### src/rtl/quad_decode_debounce_if.sv
// Pin-side and strobe-side signals of the rotary-encoder front end.
// Outputs are single-cycle strobes with no ready: the consumer samples every clk.
interface quad_decode_debounce_if #(
    parameter int POS_WIDTH = 8
);
    logic                 key_A;
    logic                 key_B;
    logic                 key_S1;
    logic                 cw_pulse;
    logic                 ccw_pulse;
    logic                 btn_pulse;
    logic                 step_err;
    logic [POS_WIDTH-1:0] position;
    logic [1:0]           dbg_ab;
    logic signed [3:0]    dbg_acc;

    modport master (
        output key_A, key_B, key_S1,
        input  cw_pulse, ccw_pulse, btn_pulse, step_err, position, dbg_ab, dbg_acc
    );

    modport slave (
        input  key_A, key_B, key_S1,
        output cw_pulse, ccw_pulse, btn_pulse, step_err, position, dbg_ab, dbg_acc
    );
endinterface

### src/rtl/quad_decode_debounce.sv
// Synchronises and debounces encoder A/B and push switch, decodes quadrature
// steps into detent strobes, keeps a wrapping position and a press strobe.
module quad_decode_debounce #(
    parameter int DEBOUNCE_CYCLES  = 12000,
    parameter int STEPS_PER_DETENT = 4,
    parameter int POS_WIDTH        = 8
) (
    input  logic                   clk,
    input  logic                   rst,
    quad_decode_debounce_if.slave  bus
);
    localparam int CNT_W = $clog2(DEBOUNCE_CYCLES + 1);
    localparam logic [CNT_W-1:0] CNT_LAST = CNT_W'(DEBOUNCE_CYCLES - 1);
    localparam int ACC_W = 4;
    localparam logic signed [ACC_W-1:0] ACC_MAX = ACC_W'(STEPS_PER_DETENT);
    localparam logic signed [ACC_W-1:0] ACC_ONE = 1;

    // Bit 2 = A, bit 1 = B, bit 0 = S1; all idle high with pull-ups.
    logic [2:0]       raw;
    logic [2:0]       sync_q1;
    logic [2:0]       sync_q2;
    logic [2:0]       deb;
    logic [CNT_W-1:0] cnt [3];

    assign raw = {bus.key_A, bus.key_B, bus.key_S1};

    always_ff @(posedge clk or posedge rst) begin
        if (rst) begin
            sync_q1 <= '1;
            sync_q2 <= '1;
        end else begin
            sync_q1 <= raw;
            sync_q2 <= sync_q1;
        end
    end

    // A differing sync value must persist DEBOUNCE_CYCLES samples to be accepted.
    always_ff @(posedge clk or posedge rst) begin
        if (rst) begin
            deb <= '1;
            for (int i = 0; i < 3; i++) cnt[i] <= '0;
        end else begin
            for (int i = 0; i < 3; i++) begin
                if (sync_q2[i] == deb[i]) begin
                    cnt[i] <= '0;
                end else if (cnt[i] == CNT_LAST) begin
                    deb[i] <= sync_q2[i];
                    cnt[i] <= '0;
                end else begin
                    cnt[i] <= cnt[i] + 1'b1;
                end
            end
        end
    end

    logic [1:0]              ab;
    logic [1:0]              ab_prev;
    logic                    s1_prev;
    logic                    step_cw;
    logic                    step_ccw;
    logic                    step_bad;
    logic                    cw_next;
    logic                    ccw_next;
    logic                    btn_next;
    logic signed [ACC_W-1:0] acc;
    logic signed [ACC_W-1:0] acc_step;

    assign ab = deb[2:1];

    always_comb begin
        step_cw  = 1'b0;
        step_ccw = 1'b0;
        case ({ab_prev, ab})
            4'b00_10, 4'b10_11, 4'b11_01, 4'b01_00: step_cw  = 1'b1;
            4'b10_00, 4'b11_10, 4'b01_11, 4'b00_01: step_ccw = 1'b1;
            default: ;
        endcase
        step_bad = ((ab_prev ^ ab) == 2'b11);
        acc_step = acc;
        if (step_cw)       acc_step = acc + ACC_ONE;
        else if (step_ccw) acc_step = acc - ACC_ONE;
        cw_next  = !step_bad && (acc_step == ACC_MAX);
        ccw_next = !step_bad && (acc_step == -ACC_MAX);
        btn_next = s1_prev && !deb[0];
    end

    logic                 cw_q;
    logic                 ccw_q;
    logic                 btn_q;
    logic                 err_q;
    logic [POS_WIDTH-1:0] pos_q;

    // A press clears position even when a detent lands on the same edge.
    always_ff @(posedge clk or posedge rst) begin
        if (rst) begin
            ab_prev <= 2'b11;
            s1_prev <= 1'b1;
            acc     <= '0;
            cw_q    <= 1'b0;
            ccw_q   <= 1'b0;
            btn_q   <= 1'b0;
            err_q   <= 1'b0;
            pos_q   <= '0;
        end else begin
            ab_prev <= ab;
            s1_prev <= deb[0];
            cw_q    <= cw_next;
            ccw_q   <= ccw_next;
            btn_q   <= btn_next;
            err_q   <= step_bad;
            if (step_bad || cw_next || ccw_next) acc <= '0;
            else                                 acc <= acc_step;
            if (btn_next)      pos_q <= '0;
            else if (cw_next)  pos_q <= pos_q + 1'b1;
            else if (ccw_next) pos_q <= pos_q - 1'b1;
        end
    end

    assign bus.cw_pulse  = cw_q;
    assign bus.ccw_pulse = ccw_q;
    assign bus.btn_pulse = btn_q;
    assign bus.step_err  = err_q;
    assign bus.position  = pos_q;
    assign bus.dbg_ab    = ab;
    assign bus.dbg_acc   = acc;
endmodule

### src/flat_wrapper.sv
// flat-port wrapper written by rule: the top's interface ports become plain ports
module quad_decode_debounce_flat 
#(
    parameter int DEBOUNCE_CYCLES  = 12000,
    parameter int STEPS_PER_DETENT = 4,
    parameter int POS_WIDTH        = 8
)
  (clk, rst, bus_key_A, bus_key_B, bus_key_S1, bus_cw_pulse, bus_ccw_pulse, bus_btn_pulse, bus_step_err, bus_position, bus_dbg_ab, bus_dbg_acc);
  quad_decode_debounce_if #(.POS_WIDTH(POS_WIDTH)) bus_i ();
  input  logic clk;
  input  logic rst;
  input wire logic [$bits(bus_i.key_A)-1:0] bus_key_A;
  input wire logic [$bits(bus_i.key_B)-1:0] bus_key_B;
  input wire logic [$bits(bus_i.key_S1)-1:0] bus_key_S1;
  output wire logic [$bits(bus_i.cw_pulse)-1:0] bus_cw_pulse;
  output wire logic [$bits(bus_i.ccw_pulse)-1:0] bus_ccw_pulse;
  output wire logic [$bits(bus_i.btn_pulse)-1:0] bus_btn_pulse;
  output wire logic [$bits(bus_i.step_err)-1:0] bus_step_err;
  output wire logic [$bits(bus_i.position)-1:0] bus_position;
  output wire logic [$bits(bus_i.dbg_ab)-1:0] bus_dbg_ab;
  output wire logic [$bits(bus_i.dbg_acc)-1:0] bus_dbg_acc;
  assign bus_i.key_A = bus_key_A;
  assign bus_i.key_B = bus_key_B;
  assign bus_i.key_S1 = bus_key_S1;
  assign bus_cw_pulse = bus_i.cw_pulse;
  assign bus_ccw_pulse = bus_i.ccw_pulse;
  assign bus_btn_pulse = bus_i.btn_pulse;
  assign bus_step_err = bus_i.step_err;
  assign bus_position = bus_i.position;
  assign bus_dbg_ab = bus_i.dbg_ab;
  assign bus_dbg_acc = bus_i.dbg_acc;
  quad_decode_debounce #(.DEBOUNCE_CYCLES(DEBOUNCE_CYCLES), .STEPS_PER_DETENT(STEPS_PER_DETENT), .POS_WIDTH(POS_WIDTH)) u_core (.clk(clk), .rst(rst), .bus(bus_i));
endmodule
### config.mk
export PLATFORM = sky130hd
export DESIGN_NAME = quad_decode_debounce_flat
export DESIGN_NICKNAME = d
export VERILOG_FILES = /design/src/rtl/quad_decode_debounce_if.sv /design/src/rtl/quad_decode_debounce.sv /design/src/flat_wrapper.sv
export SDC_FILE = /design/constraint.sdc
export NUM_CORES = 1
export LEC_CHECK = 0
export ABC_AREA = 1
export CELL_PAD_IN_SITES_DETAIL_PLACEMENT = 0
export CELL_PAD_IN_SITES_GLOBAL_PLACEMENT = 1
export CORE_UTILIZATION = 45
export DETAILED_ROUTE_END_ITERATION = 6
export PLACE_DENSITY = 0.89
export SYNTH_ARGS = -nofsm -noshare
export SYNTH_HDL_FRONTEND = slang
export SYNTH_SLANG_ARGS = --single-unit
### constraint.sdc
create_clock -name clk -period 3.1 [get_ports clk]
set_input_delay 0.465 -clock clk [delete_from_list [all_inputs] [get_ports clk]]
set_output_delay 0.465 -clock clk [all_outputs]
set_load 0.05 [all_outputs]
# Yosys cells after proc, flatten, opt, wreduce, memory -nomap -nowiden
# Cells that the tools add are included.
dict set report word_totals {
  elab_cells 71
  regBits 70
}
dict set report classes {
  n_reduce_logical 13
  bitwise_logic 4
  n_eq_ne 17
  mux 14
  n_addsub 7
}
# operator n
set ops {}
lappend ops {{$mux 14} 6}
lappend ops {{$add 14x1->14 const B} 3}
lappend ops {{$eq 14x14->1 const B} 3}
lappend ops {{$mux 8} 3}
lappend ops {{$eq 4x4->1 const B} 5}
lappend ops {{$eq 4x3->1 const B} 3}
lappend ops {{$mux 4} 3}
lappend ops {{$add 8x1->8 const B} 1}
lappend ops {{$reduce_or 4->1} 2}
lappend ops {{$sub 8x1->8 const B} 1}
lappend ops {{$reduce_and 2->1} 3}
lappend ops {{$add 4x2->4 const B} 1}
lappend ops {{$eq 4x1->1 const B} 1}
lappend ops {{$eq 4x2->1 const B} 1}
lappend ops {{$sub 4x2->4 const B} 1}
lappend ops {{$eq 1x1->1} 3}
lappend ops {{$logic_and 1x1->1} 3}
lappend ops {{$not 1->1} 3}
lappend ops {{$reduce_bool 3->1} 1}
lappend ops {{$eq 2x2->1 const B} 1}
lappend ops {{$logic_not 1->1} 2}
lappend ops {{$logic_or 1x1->1} 2}
lappend ops {{$mux 1} 2}
lappend ops {{$xor 2x2->2} 1}

# Logic depth before layout (Yosys ltp)
# Gate-level depths: netlist of the first run.
dict set report logic_depth {
  depth_word 10
  mapped_depth 21
  ltp_nobuf 21
}

# Least setup slack after synthesis of the first run
# No wires, ideal clock.
dict set report synth_path {
  path_type {flip-flop to flip-flop}
  start {reg u_core.acc[0], in the netlist u_core.bus.dbg_acc[0]}
  end {reg u_core.pos_q[5], in the netlist u_core.bus.position[5]}
  path_slack_ns -0.068
  synth_period_minus_slack_ns 3.168
  setup_ns 0.118
  path_stages_with_launch 21
  t_required_ns 2.982
  arrival_time_ns 3.050
  path_cell_list {dfrtp_1 > inv_1 > ha_1 > inv_1 > nand2_1 > nand2_1 > nand2_1 > nor2_4 > nand3_2 > nor2_1 > inv_1 > ha_1 > a21oi_1 > nand2_1 > nand2_1 > nand2_1 > a21oi_1 > xor2_1 > nor2_1 > nand2_1 > nand2_1}
}
dict set report synth_via {
  elab_chain_len 7
  elab_cells_between_ends 11
  cone_classes {add/sub (2); eq/ne (2); mux (4); reduce/logical (3)}
}
# element line
set synth_lines {}
lappend synth_lines {{from (decl)} quad_decode_debounce.sv:65} ;# logic signed [ACC_W-1:0] acc;
lappend synth_lines {{from (signal assigned)} quad_decode_debounce.sv:112} ;# else acc <= acc_step;
lappend synth_lines {{$sub 4x2->4} quad_decode_debounce.sv:81} ;# else if (step_ccw) acc_step = acc - ACC_ONE;
lappend synth_lines {{$mux 4} quad_decode_debounce.sv:81}
lappend synth_lines {{$mux 4 *} quad_decode_debounce.sv:80} ;# if (step_cw) acc_step = acc + ACC_ONE;
lappend synth_lines {{$eq 4x4->1 *} quad_decode_debounce.sv:82} ;# cw_next = !step_bad && (acc_step == ACC_MAX);
lappend synth_lines {{$logic_and 1x1->1 *} quad_decode_debounce.sv:82}
lappend synth_lines {{net u_core.cw_next} quad_decode_debounce.sv:62} ;# logic cw_next;
lappend synth_lines {{$mux 8} quad_decode_debounce.sv:114} ;# else if (cw_next) pos_q <= pos_q + 1'b1;
lappend synth_lines {{$mux 8} quad_decode_debounce.sv:113} ;# if (btn_next) pos_q <= '0;
lappend synth_lines {{to (signal assigned)} quad_decode_debounce.sv:114}
lappend synth_lines {{to (signal assigned)} quad_decode_debounce.sv:115} ;# else if (ccw_next) pos_q <= pos_q - 1'b1;
lappend synth_lines {{to (decl)} quad_decode_debounce.sv:91} ;# logic [POS_WIDTH-1:0] pos_q;
# The timed path passes the listed nets; every way through them passes the cells marked *.
# A chain may end at the register's enable or synchronous reset.

# Worst setup path in the final report of the first run
dict set report layout_path {
  start {reg u_core.ab_prev[1]}
  end {reg u_core.pos_q[5], in the netlist u_core.bus.position[5]}
}
dict set report layout_via {
  elab_chain_len 9
  elab_cells_between_ends 24
  cone_classes {eq/ne (11); mux (6); bitwise (1); reduce/logical (6)}
}
# element line
set layout_lines {}
lappend layout_lines {{from (decl)} quad_decode_debounce.sv:57} ;# logic [1:0] ab_prev;
lappend layout_lines {{from (signal assigned)} quad_decode_debounce.sv:96} ;# ab_prev <= 2'b11;
lappend layout_lines {{from (signal assigned)} quad_decode_debounce.sv:105} ;# ab_prev <= ab;
lappend layout_lines {{$eq 4x4->1, or another cell as far along} quad_decode_debounce.sv:73} ;# case ({ab_prev, ab})
lappend layout_lines {{$reduce_or 4->1} quad_decode_debounce.sv:73}
lappend layout_lines {{$mux 1} quad_decode_debounce.sv:73}
lappend layout_lines {{$mux 4} quad_decode_debounce.sv:81}
lappend layout_lines {{$mux 4} quad_decode_debounce.sv:80}
lappend layout_lines {{$eq 4x4->1} quad_decode_debounce.sv:82}
lappend layout_lines {{$logic_and 1x1->1 *} quad_decode_debounce.sv:82}
lappend layout_lines {{net u_core.cw_next} quad_decode_debounce.sv:62}
lappend layout_lines {{$mux 8} quad_decode_debounce.sv:114}
lappend layout_lines {{$mux 8} quad_decode_debounce.sv:113}
# Marked as above.

==> impl_metrics.ini, run 1 <==
[sta]
finalHoldViolations = 0
fmax_ghz = 0.357
finalSetupViolCount = 0
slew_headroom_pct = 46.9
fin_tns_setup_ps = 0
rsz0062_at_grt = false
drv_slew = 0
clock_skew_ps = 7.83
fin_crit_sh_pct = 90.4
worst_pin_slew_ps = 795
period_minus_slack_ps = 2800
setup_slack_ps = 298

[clock_network]
clockBufferDepth = 2
cts-root-buf = clkbuf_8
cts.sinks = 70
clk_pin_slew_ps = 70
cts_tree = yes
cts_max_level = 3
clock_latency_ps = 350
cts_hold_buf = 0
cts_buffers = 9

[layout]
final_core_util_pct = 55.3
final_cell_mix = nand2_1 (80), dfrtp_1 (57), inv_1 (56)
area_growth_syn_to_layout_pct = 18.3
n_antenna_cell = 0
stdcell_count = 578
final_common_cell = nand2_1
final_nets = 488
final_area_mm2 = 0.00427
drive_gt1_share_pct = 15.1

[die]
die_w_um = 91.6
start_util_pct = 46.7
num_rows = 32
die_y_um = 91.6
ios = 23
core_area_mm2 = 0.00773
die_area_mm2 = 0.00839

[routing]
via_count = 2839
wl_per_cell_um = 11.7
antenna_left = 0
drc = 0
drt_iter0_drc = 118
routed_wl_um = 6760
drt-pass1-iter-count = 6
viasPerCell = 4.91

[placement]
pre_cts_slack_ps = 80.3
dpl.hpwl_um = 4940
gp_congestion = 0.848
dp_cells = 560
placed_area_mm2 = 0.00400
port_buffers = 22

[critical_path]
path_buf_inv = 2
cp_cell_sequence = inv_1, nand2_1, nand2_2, nand2_2, nand2_1, nand2_1, nand2_1, nor2_4, nand3_2, nor2_2, inv_2, ha_4, a21oi_2, nand2_1, nand2_1, nand2_1, a21oi_2, xor2_1, nor2_1, nand2_1, nand2_1
reg2reg_depth = 21
cp_max_fo = 6
crit_family = simple AND/OR/NAND/NOR gates
critPathSlowestCell = dfstp_2
start_kind = register
rrSetupSlack_ps = 300
endpoint_kind = register
worst-setup-path-type = reg -> reg
r2r-end = u_core.bus.position[5]$_DFFE_PP0P_
arrival_ps = 3030
reg2reg_from = u_core.ab_prev[1]$_DFF_PP1_
required_ps = 3330
cpPeakStageDelay_ps = 580
crit_path_frequent_cell = nand2_1

[grt]
grt_pass1_vias = 2793
grt_max_degree = 41
antenna_found_initial = 0
grt_pass1_wl_um = 12200
grt.overflow.total = 0
grt_usage_pct = 18.4

[worst_hold_path]
worstHoldStart = u_core.sync_q1[2]$_DFF_PP1_
min_path_cells = 0
whs_endpoint = u_core.sync_q2[2]$_DFF_PP1_
worst_hold_path_type = reg -> reg

[power_and_ir_drop]
leakage_nw = 1.94
powerDensity_mw_per_mm2 = 433
ir_drop_v = 0.000257

[synth]
synth-seq-area-share_pct = 48.9
syn_avg_cell_area_um2 = 8.38
synth_warnings = 0
synth-async-reset-ratio_pct = 100
synth_nets = 448
ys.flop_type = dfrtp_1
syn_inst = 431
synth_cell_type_count = 37
synth-edff-count = 0
synth_seq_cells = 70
synth_area_mm2 = 0.00361

[run_status]
outcome = complete, no violations

[run]
max-cap-violations = 0
==> repair_timing <==
action / CTS / global route
setup endpoints to repair: 0 / 3
buffers inserted: 0 / 2
gates resized for setup: 0 / 6
==> per-stage QoR <==
step	hold slack, ps	power (mW)
global placement	348	1.01
CTS	355	1.88
detailed placement	349	1.02
finish	354	1.85
global route	358	1.92
floorplan	345	0.992
==> synth_stat cells (2+ instances only) <==
| library cell | count | area, µm² |
|---|---|---|
| nand2_2 | 13 | 81.3 |
| nor3b_1 | 3 | 22.5 |
| nor2_4 | 2 | 22.5 |
| nand4_1 | 3 | 18.8 |
| dfrtp_1 | 58 | 1450 |
| o21bai_1 | 2 | 15.0 |
| a21oi_1 | 26 | 130 |
| nor2_1 | 49 | 184 |
| o21ai_2 | 3 | 26.3 |
| nor3_1 | 16 | 80.1 |
| nor4_1 | 5 | 31.3 |
| a31oi_1 | 2 | 12.5 |
| xnor2_1 | 9 | 78.8 |
| nand3_1 | 38 | 190 |
| xor2_1 | 4 | 35.0 |
| nand2_1 | 80 | 300 |
| buf_4 | 2 | 15.0 |
| inv_2 | 2 | 7.51 |
| dfstp_2 | 12 | 315 |
| o21ai_0 | 13 | 65.1 |
| nand3b_1 | 2 | 15.0 |
| ha_1 | 11 | 138 |
| and3_1 | 3 | 18.8 |
| o21a_1 | 2 | 15.0 |
| inv_1 | 58 | 218 |
| nor2_2 | 2 | 12.5 |
==> worst register-to-register path, cell delays in order (launching register included) <==
cell     delay, ps
dfstp_2        580
inv_1           60
nand2_1         70
nand2_2         80
nand2_2        110
nand2_1         60
nand2_1         80
nand2_1         90
nor2_4         110
nand3_2        120
nor2_2         150
inv_2          100
ha_4           250
a21oi_2        150
nand2_1         90
nand2_1         90
nand2_1         70
a21oi_2        140
xor2_1         170
nor2_1          50
nand2_1         50
nand2_1         50
==> layout make-up <==
class                   count  area [µm²]
clock buffers              13         169
clock inverters             3        65.1
fillers                   705        3450
inverters                  61         231
multi-input cells         298        1620
flip-flops and latches     70        1770
well taps                 102         128
repair buffers             31         288
==> worst max path at each step <==
stage                                     from                            endpoint  slack (ps)  depth (start not counted)
2_1_floorplan  u_core.bus.dbg_acc[1]$_DFF_PP0_  u_core.bus.position[5]$_DFFE_PP0P_          30                         20
3_3_place_gp         u_core.deb[2]$_DFFE_PP1P_  u_core.bus.position[5]$_DFFE_PP0P_         230                         21
3_5_place_dp         u_core.deb[1]$_DFFE_PP1P_  u_core.bus.position[5]$_DFFE_PP0P_          80                         21
4_1_cts              u_core.deb[1]$_DFFE_PP1P_  u_core.bus.position[5]$_DFFE_PP0P_          40                         21
5_1_grt            u_core.ab_prev[1]$_DFF_PP1_  u_core.bus.position[7]$_DFFE_PP0P_           3                         20
6_report           u_core.ab_prev[1]$_DFF_PP1_  u_core.bus.position[5]$_DFFE_PP0P_         300                         21
==> state kept, by name, indices dropped and copies added (netlist names) <==
signal / cells
u_core.bus.dbg_acc: 4
u_core.deb: 3
u_core.bus.step_err: 1
u_core.cnt: 42
u_core.bus.position: 8
u_core.ab_prev: 2
u_core.bus.ccw_pulse: 1
u_core.s1_prev: 1
u_core.sync_q1: 3
u_core.bus.btn_pulse: 1
u_core.bus.cw_pulse: 1
u_core.sync_q2: 3
==> power by group <==
part	total, mW	switching [mW]	internal (mW)
sequential	0.939	0.00882	0.930
combinational	0.0574	0.0378	0.0196
clock	0.856	0.337	0.519
==> cell families after synthesis <==
family	share of synthesized area, %
buffers and inverters	6.83
DFF	48.9
xor gates and xnor gates	3.15
and+or+nand+nor	28.6
muxes	0.312
AOI/OAI and AO/OA	7.87
adders and majority gates	4.37
==> per-layer routing <==
metal  up-vias  track usage, %  wire length [µm]
li1       1481               -                 -
met1      1314            24.0              3340
met2        35            28.9              3100
met3         9            4.61               220
met4         0            7.80                95
met5         -               0                 0
No activity file was read; power rests on OpenSTA's default activity.
==> run 2: changes to the inputs <==
GPL_TIMING_DRIVEN = 1   (was not set)
==> results of run 2 <==
The final DEF is identical to that of run 1; final timing and power are the same.
